### config.mk
export PLATFORM = sky130hd
export DESIGN_NAME = vx_raster_stamp_packer
export DESIGN_NICKNAME = d
export VERILOG_FILES = /design/src/rtl/vx_raster_stamp_packer_pkg.sv /design/src/rtl/vx_raster_stamp_packer.sv
export SDC_FILE = /design/constraint.sdc
export NUM_CORES = 1
export LEC_CHECK = 0
export ABC_CLOCK_PERIOD_IN_PS = 2600
export CAP_MARGIN = 0
export CORE_MARGIN = 2
export CORE_UTILIZATION = 25
export CTS_CLUSTER_DIAMETER = 60
export DETAILED_ROUTE_END_ITERATION = 10
export PLACE_DENSITY_LB_ADDON = 0.05
export SYNTH_ARGS = -nofsm -noshare
export SYNTH_HDL_FRONTEND = slang
export SYNTH_SLANG_ARGS = --single-unit
### constraint.sdc
create_clock -name clk -period 2.6 [get_ports clk]
set_input_delay 0.26 -clock clk [delete_from_list [all_inputs] [get_ports clk]]
set_output_delay 0.26 -clock clk [all_outputs]
set_load 0.01 [all_outputs]
### src/rtl/vx_raster_stamp_packer_pkg.sv
// Shared raster types: the per-stamp record and the stamp packer state encoding.
// Used by vx_raster_stamp_packer (optional idle flush via RASTER_PACK_TIMEOUT_EN).
package vx_raster_stamp_packer_pkg;

  localparam int unsigned POS_W  = 10;
  localparam int unsigned MASK_W = 4;
  localparam int unsigned PID_W  = 8;

  // A zero coverage mask marks an empty stamp.
  typedef struct packed {
    logic [POS_W-1:0]  pos_x;
    logic [POS_W-1:0]  pos_y;
    logic [MASK_W-1:0] mask;
    logic [PID_W-1:0]  pid;
  } raster_stamp_t;

  localparam int unsigned STAMP_W = $bits(raster_stamp_t);

  typedef enum logic [1:0] {
    PACK_FILL = 2'd0,
    PACK_SEND = 2'd1,
    PACK_DONE = 2'd2
  } pack_state_e;

endpackage

### src/rtl/vx_raster_stamp_packer.sv
// Packs single stamps into NUM_LANES-wide raster requests and appends the sticky done flag.
// Define RASTER_PACK_TIMEOUT_EN to flush partial bundles after TIMEOUT idle cycles.
module vx_raster_stamp_packer
  import vx_raster_stamp_packer_pkg::*;
#(
  parameter int unsigned NUM_LANES = 4,
  parameter int unsigned TIMEOUT   = 16
) (
  input  logic                           clk,
  input  logic                           reset_n,
  input  logic                           stamp_valid,
  input  logic [STAMP_W-1:0]             stamp_in,
  output logic                           stamp_ready,
  input  logic                           done_in,
  output logic                           req_out_valid,
  output logic [NUM_LANES*STAMP_W-1:0]   req_out_stamps,
  output logic                           req_out_done,
  input  logic                           req_out_ready
);

  localparam int unsigned CNT_W = $clog2(NUM_LANES + 1);

  pack_state_e          state_q, state_d;
  logic [STAMP_W-1:0]   lanes_q [NUM_LANES];
  logic [CNT_W-1:0]     count_q, count_d, count_inc;
  logic                 done_q, done_d;
  logic                 fill_hs;
  logic                 full_next;
  logic                 flush_timeout;
  logic [NUM_LANES-1:0] lane_we;

  assign fill_hs   = (state_q == PACK_FILL) && stamp_valid;
  assign count_inc = count_q + CNT_W'(1);
  assign full_next = (count_inc == CNT_W'(NUM_LANES));

`ifdef RASTER_PACK_TIMEOUT_EN
  localparam int unsigned IDLE_W = $clog2(TIMEOUT + 1);

  logic [IDLE_W-1:0] idle_q, idle_d;
  logic              idle_cycle;

  assign idle_cycle = (state_q == PACK_FILL) && (count_q != '0) && !stamp_valid;

  // idle_d counts the current idle cycle, so the flush decision lands on the TIMEOUT-th one.
  always_comb begin
    idle_d = '0;
    if (idle_cycle) begin
      idle_d = idle_q + IDLE_W'(1);
    end
  end

  assign flush_timeout = idle_cycle && (idle_d == IDLE_W'(TIMEOUT));

  always_ff @(posedge clk or negedge reset_n) begin
    if (!reset_n) begin
      idle_q <= '0;
    end else begin
      idle_q <= idle_d;
    end
  end
`else
  // Without the idle flush a partial bundle waits for more stamps or done_in.
  logic unused_timeout_cfg;
  assign unused_timeout_cfg = ^TIMEOUT;
  assign flush_timeout      = 1'b0;
`endif

  // FSM: state register
  always_ff @(posedge clk or negedge reset_n) begin
    if (!reset_n) begin
      state_q <= PACK_FILL;
    end else begin
      state_q <= state_d;
    end
  end

  // FSM: next state; an offered stamp wins over done_in so it lands in the final bundle
  always_comb begin
    state_d = state_q;
    case (state_q)
      PACK_FILL: begin
        if (stamp_valid) begin
          if (full_next) begin
            state_d = PACK_SEND;
          end
        end else if (done_in || flush_timeout) begin
          state_d = PACK_SEND;
        end
      end
      PACK_SEND: begin
        if (req_out_ready) begin
          state_d = done_q ? PACK_DONE : PACK_FILL;
        end
      end
      PACK_DONE: begin
        if (!done_in) begin
          state_d = PACK_FILL;
        end
      end
      default: state_d = PACK_FILL;
    endcase
  end

  // FSM: outputs
  always_comb begin
    stamp_ready   = 1'b0;
    req_out_valid = 1'b0;
    req_out_done  = 1'b0;
    case (state_q)
      PACK_FILL: stamp_ready = 1'b1;
      PACK_SEND: begin
        req_out_valid = 1'b1;
        req_out_done  = done_q;
      end
      // Held high so the downstream AND of all slices' done stays true.
      PACK_DONE: req_out_done = 1'b1;
      default: ;
    endcase
  end

  always_comb begin
    count_d = count_q;
    done_d  = done_q;
    case (state_q)
      PACK_FILL: begin
        if (stamp_valid) begin
          count_d = count_inc;
        end else if (done_in) begin
          done_d = 1'b1;
        end
      end
      PACK_SEND: begin
        if (req_out_ready) begin
          count_d = '0;
        end
      end
      PACK_DONE: begin
        if (!done_in) begin
          done_d = 1'b0;
        end
      end
      default: ;
    endcase
  end

  always_ff @(posedge clk or negedge reset_n) begin
    if (!reset_n) begin
      count_q <= '0;
      done_q  <= 1'b0;
    end else begin
      count_q <= count_d;
      done_q  <= done_d;
    end
  end

  always_comb begin
    lane_we = '0;
    for (int i = 0; i < NUM_LANES; i++) begin
      lane_we[i] = fill_hs && (count_q == CNT_W'(i));
    end
  end

  always_ff @(posedge clk or negedge reset_n) begin
    if (!reset_n) begin
      for (int i = 0; i < NUM_LANES; i++) begin
        lanes_q[i] <= '0;
      end
    end else begin
      for (int i = 0; i < NUM_LANES; i++) begin
        if (lane_we[i]) begin
          lanes_q[i] <= stamp_in;
        end
      end
    end
  end

  // Lanes past count may hold stale stamps from an earlier bundle; send them as empty.
  always_comb begin
    req_out_stamps = '0;
    for (int i = 0; i < NUM_LANES; i++) begin
      if (CNT_W'(i) < count_q) begin
        req_out_stamps[i*STAMP_W +: STAMP_W] = lanes_q[i];
      end
    end
  end

endmodule
==> results.toml, run 1 <==
[floorplanning]
ios = 168
coreArea_mm2 = 0.0242
die_area_mm2 = 0.0259
fp.dieW_um = 161
die_h_um = 161
start_util = 0.254
rows = 57

[worst_setup_path]
max_stage_delay_ns = 0.61
critPathMaxFanout = 24
crit_type = "flip-flop to output port"
slowest_stage = "dfrtp_4"
worstPathRequired_ns = 2.34
worstSetupEndpointType = "output port"
cp-start-kind = "flip-flop"
arrival_ns = 2.21
crit_path_cell_trace = "nor3_4 -> buf_12 -> and2b_1 -> clkdlybuf4s50_1"

[timing]
rsz0062_at_grt = "false"
fin_crit_ns = 2.47
tightestPinTransition_ns = 0.577
clock.fmax_mhz = 404
hold_violations = 0
slew_headroom = 0.615
finClkSkew_ns = 0.00744
fin_crit_sh = 0.951
setup-violations-final = 0
slew_viol_final = 0
fin_hold_ws_ns = 0.372
tns_ns = 0

[yosys]
synth_area_per_cell_um2 = 13.1
dominantRegCellSynth = "dfrtp_1"
synthTopCellsByArea = "dfrtp_1, mux2_2, nor2b_1"
syn_area_mm2 = 0.00617
synth_common_cells = "dfrtp_1, mux2_2, nor2b_1, and2_1, and2b_1"
yosysMostFrequentCell = "dfrtp_1"
synth_cell_types = 28
ys_seq_area_frac = 0.544
synth_top_cell_by_area = "dfrtp_1"
ys.warnings.count = 0
synth_edf_count = 0
synth_top_cell_area_share = 0.544
synth_fp_nets = 513
synth-seq-cells = 134
synth-async-reset-ratio = 1.00
netlist_instances = 469

[power_and_ir_drop]
p_leak_uw = 0.00377
power_per_cell_area_mw_per_mm2 = 1210
p_total_uw = 10800
ir_worst_vdd_mv = 0.423

[flow_run]
drv_cap = 0

[routing]
route.vias.total = 4098
dr.pass1.iters = 4
drc_errors = 0
totalWireLength_um = 17300
viasPerCell = 4.16
ant_nets = 0
dr.first_iter.drc_count = 102
wl_per_cell_um = 17.5

[final_layout]
drive_above_1_share = 0.283
final_nets = 692
diodes = 0
fin_cells = 985
final_area_mm2 = 0.00893
syn2layout_area_growth_pct = 44.9

[clocking]
clock_sinks = 134
cts_buffers = 17
cts_buffer_depth = 2
cts-root-buf = "clkbuf_16"
cts_setup_buffers = 0
clkLatencyLatePin_ns = 0.41
cts_tree = "done"
htreeDepth = 4
clk_pin_slew_ns = 0.06

[placement]
placed_cells = 952
port_buffers = 167
gp_congestion = 0.741
place_area_mm2 = 0.00829
hpwlAfterDp_um = 11900

[status]
status = "finished clean"

[global_route]
antenna_found_initial = 0
grt_start_max_net_pins = 60
grt_pass1_wl_um = 27300
grt.overflow.total = 0
grt_usage = 0.139
grt_pass1_vias = 4597

[min_path]
hold_class = "input port to asynchronous set/reset pin"
repair_timing:
| action | CTS | global route |
|---|---|---|
| hold endpoints to repair | 55 | 0 |
| hold buffers | 1 | 0 |
| resized for setup | 1 | 3 |
| endpoints found under the setup margin | 2 | 8 |
critical path: cells and delay by family, from the launching register on:
family	cells	cell delay, ns
buf+inv	2	0.70
flops	1	0.61
simple gates	2	0.48
area by class of cell:
class,count,area [um^2]
clock buffers,19,453
clock inverters,13,170
fillers,2397,15300
inverters,6,22.5
multi-input cells,302,2650
flip-flops and latches,134,3360
well taps,324,405
repair buffers,187,1880
stage by stage:
| stage | setup slack, ns | utilization |
|---|---|---|
| 6_report | 0.127 | 0.368 |
| 5_1_grt | 0.0104 | 0.368 |
| 3_5_place_dp | 0.386 | 0.342 |
| 2_1_floorplan | 0.811 | - |
| 3_3_place_gp | 0.431 | 0.342 |
| 4_1_cts | 0.0210 | 0.368 |
worst paths after layout:
kind,to,startpoint,slack [ns],cells past startpoint
worst max-delay path,req_out_stamps[21],count_q[2]$_DFFE_PN0P_,0.13,4
max in group asynchronous,lanes_q[73]$_DFFE_PN0P_,reset_n,1.48,3
min in group clk,lanes_q[20]$_DFFE_PN0P_,lanes_q[20]$_DFFE_PN0P_,0.48,1
worst min register to register,lanes_q[20]$_DFFE_PN0P_,lanes_q[20]$_DFFE_PN0P_,0.48,1
worst max register to register,lanes_q[2]$_DFFE_PN0P_,state_q[0]$_DFFE_PN0P_,0.70,6
worst min-delay path,state_q[0]$_DFFE_PN0P_,reset_n,0.37,2
cell usage in the layout, fill, tap and decap left out, types with 3 or more instances in the layout:
cell | Yosys | layout
clkdlybuf4s50_1 | 0 | 166
dfrtp_1 | 134 | 132
mux2_2 | 125 | 125
nor2b_1 | 72 | 72
and2_1 | 33 | 33
and2b_1 | 25 | 25
clkbuf_16 | 0 | 17
buf_4 | 7 | 14
nand2_1 | 8 | 8
ha_1 | 7 | 7
o21ai_0 | 6 | 6
inv_1 | 5 | 5
mux2_1 | 5 | 5
buf_12 | 0 | 4
nor3_4 | 2 | 3
clkinvlp_4 | 0 | 3
bufinv_16 | 0 | 3
inv_6 | 0 | 3
clkinv_4 | 0 | 3
registers in the layout, indices dropped and copies added, names as in the netlist:
name     cells
done_q       1
lanes_q    128
state_q      2
count_q      3
power breakdown:
| part | leakage [uW] | switching [uW] | internal [uW] | total, uW |
|---|---|---|---|---|
| Combinational | 0.00185 | 1960 | 2750 | 4710 |
| Clock | 0.000297 | 949 | 1570 | 2520 |
| Sequential | 0.00163 | 508 | 3100 | 3610 |
layer usage:
layer / vias to the layer above / track usage / part of all wire
met2: 98 / 0.232 / 0.49
met5: - / 0 / 0
li1: 1929 / - / -
met3: 10 / 0.0444 / 0.053
met1: 2061 / 0.177 / 0.45
met4: 0 / 0.0317 / 0.0082
cell families after synthesis:
kind of cell,after synthesis,synth area share
AND/OR/NAND/NOR,151,0.159
flip-flops,134,0.544
multiplexers,130,0.237
buffers and inverters,33,0.0321
AO/OA/AOI/OAI,13,0.0122
adder cells (fa/ha/maj),7,0.0142
XOR/XNOR,1,0.00142
Power figures use the tool's default switching activity.
==> run 2, diff against run 1 <==
Settings changed: ABC_CLOCK_PERIOD_IN_PS 2600 to 2800, GPL_ROUTABILITY_DRIVEN set to 0.
Clock period 2.6 ns to 2.8 ns, I/O delays scaled along.
==> run 2 against run 1 <==
  * Via count is 0.76% higher
  * First-iteration DRC count is 2.0% higher
  * Setup slack better by 0.020 ns
  * Hold slack better by 0.099 ns
  * Flip-flop and latch count stayed put
  * Sequential power is 8.0% lower
  * Largest power group unchanged
==> results.toml, run 2 (synthesized netlist as in run 1, its figures left out) <==
[status]
status = "finished clean"

[global_route]
antenna_found_initial = 0
met3_usage = 0.0408
grt_usage = 0.139
grt_pass1_wl_um = 27300
grt.overflow.total = 0
grt_pass1_vias = 4522
grt_busiest_layer = "met2"
grt_start_max_net_pins = 82
grtUsageMet1 = 0.180
use_met2 = 0.229

[routing]
dr.pass1.iters = 3
viasPerCell = 4.19
drc_errors = 0
dr.first_iter.drc_count = 104
route.vias.total = 4129
wl_per_cell_um = 18.2
totalWireLength_um = 17900
ant_nets = 0

[clocking]
clock_sinks = 134
clk_pin_slew_ns = 0.06
cts_buffer_depth = 2
cts_tree = "done"
cts_buffers = 17
cts-root-buf = "clkbuf_16"
htreeDepth = 4
cts_setup_buffers = 0
clkLatencyLatePin_ns = 0.42

[power_and_ir_drop]
ir_worst_vdd_mv = 0.396
p_seq_frac = 0.325
p_clk_frac = 0.239
internal_power_uw = 6940
p_leak_uw = 0.00379
swShare = 0.321
power_frac_comb = 0.436
p_sw_uw = 3280
power_per_cell_area_mw_per_mm2 = 1140

[final_layout]
diodes = 0
final_cell_mix = "clkdlybuf4s50_1, dfrtp_1, mux2_2"
layout_commonest_cell = "clkdlybuf4s50_1"
fill_cells = 2403
final_area_mm2 = 0.00895
drive_above_1_share = 0.284
fin_util = 0.369
largest_reg_flops = 128
largestRegisters = "lanes_q (128), count_q (3), state_q (2)"
final_nets = 693
syn2layout_area_growth_pct = 45.1
top_register = "lanes_q"
fin_cells = 986

[floorplanning]
ios = 168
coreArea_mm2 = 0.0242
die_h_um = 161
rows = 57
start_util = 0.254
fp.dieW_um = 161
die_area_mm2 = 0.0259

[placement]
port_buffers = 167
placed_cells = 952
place_area_mm2 = 0.00828
hpwlAfterDp_um = 11800

[min_path]
hold_class = "input port to asynchronous set/reset pin"

[timing]
slew_headroom = 0.456
setup-violations-final = 0
finClkSkew_ns = 0.00600
slew_viol_final = 0
clock.fmax_mhz = 377
tns_ns = 0
fin_hold_ws_ns = 0.470
fin_crit_sh = 0.947
rsz0062_at_grt = "false"
tightestPinTransition_ns = 0.816
hold_violations = 0
fin_crit_ns = 2.65

[worst_setup_path]
timing.rr.start = "count_q[1]$_DFFE_PN0P_"
critPathMaxFanout = 42
crit_type = "flip-flop to output port"
arrival_ns = 2.37
worstPathRequired_ns = 2.52
reg2reg_depth = 6
cp-start-kind = "flip-flop"
startpoint = "count_q[2]$_DFFE_PN0P_"
worstSetupEndpointType = "output port"

[flow_run]
drv_cap = 0
==> run 2: changes by cell type in the layout (fill, tap and decap cells not counted), sizes merged <==
cell	delta
bufinv	+1
clkbuf	-2
a21oi	+1
clkinvlp	-1
inv	+4
clkinv	-2
==> run 2: path summary, 6_finish.rpt <==
kind / to / slack [ns]
min in group clk: lanes_q[20]$_DFFE_PN0P_ / 0.48
max in group asynchronous: lanes_q[77]$_DFFE_PN0P_ / 1.46
setup / recovery: req_out_stamps[61] / 0.15
hold / removal: lanes_q[1]$_DFFE_PN0P_ / 0.47
setup reg to reg: lanes_q[113]$_DFFE_PN0P_ / 0.46
hold reg to reg: lanes_q[20]$_DFFE_PN0P_ / 0.48
==> run 2: final cells by class <==
cell class	instances	area [um^2]	share of cell area
Multi-Input combinational cell	303	2660	0.297
Sequential cell	134	3360	0.375
Timing Repair Buffer	187	1870	0.209
Inverter	6	22.5	0.00252
Clock inverter	15	216	0.0242
Clock buffer	17	425	0.0475
Tap cell	324	405	0.0453
==> run 2: power groups by stage <==
stage | clock, uW | sequential, uW | combinational, uW
2_1_floorplan | 0 | 3190 | 2390
3_5_place_dp | 0 | 3340 | 4510
4_1_cts | 2520 | 3310 | 4530
5_1_grt | 2620 | 3450 | 4830
6_report | 2450 | 3320 | 4450
3_3_place_gp | 0 | 3310 | 4450
==> run 2: stage by stage <==
stage	setup slack, ns	total power (uW)
finish	0.147	10200
detailed placement	0.452	7840
global route	0.0331	10900
CTS	0.0195	10400
global placement	0.469	7760
floorplan	1.01	5580
==> run 2: metal layers <==
layer | up-vias | part of all wire
met4 | 0 | 0.0093
met5 | - | 0
met1 | 2077 | 0.46
met3 | 12 | 0.052
met2 | 97 | 0.48
li1 | 1943 | -
==> run 2: repair_timing <==
item / in CTS / in global routing
resized for setup: 1 / 2
hold buffers: 1 / 0
setup endpoints to repair: 3 / 22
cloned: 0 / 1
pin swaps: 1 / 0
endpoints found under the hold margin: 78 / 0
==> run 2: critical path, stage by stage (launching register included) <==
cell and delay (ns):
dfrtp_2 0.45, buf_6 0.36, nor2_4 0.14, buf_12 0.20
nor2b_1 0.22, clkdlybuf4s50_1 0.58
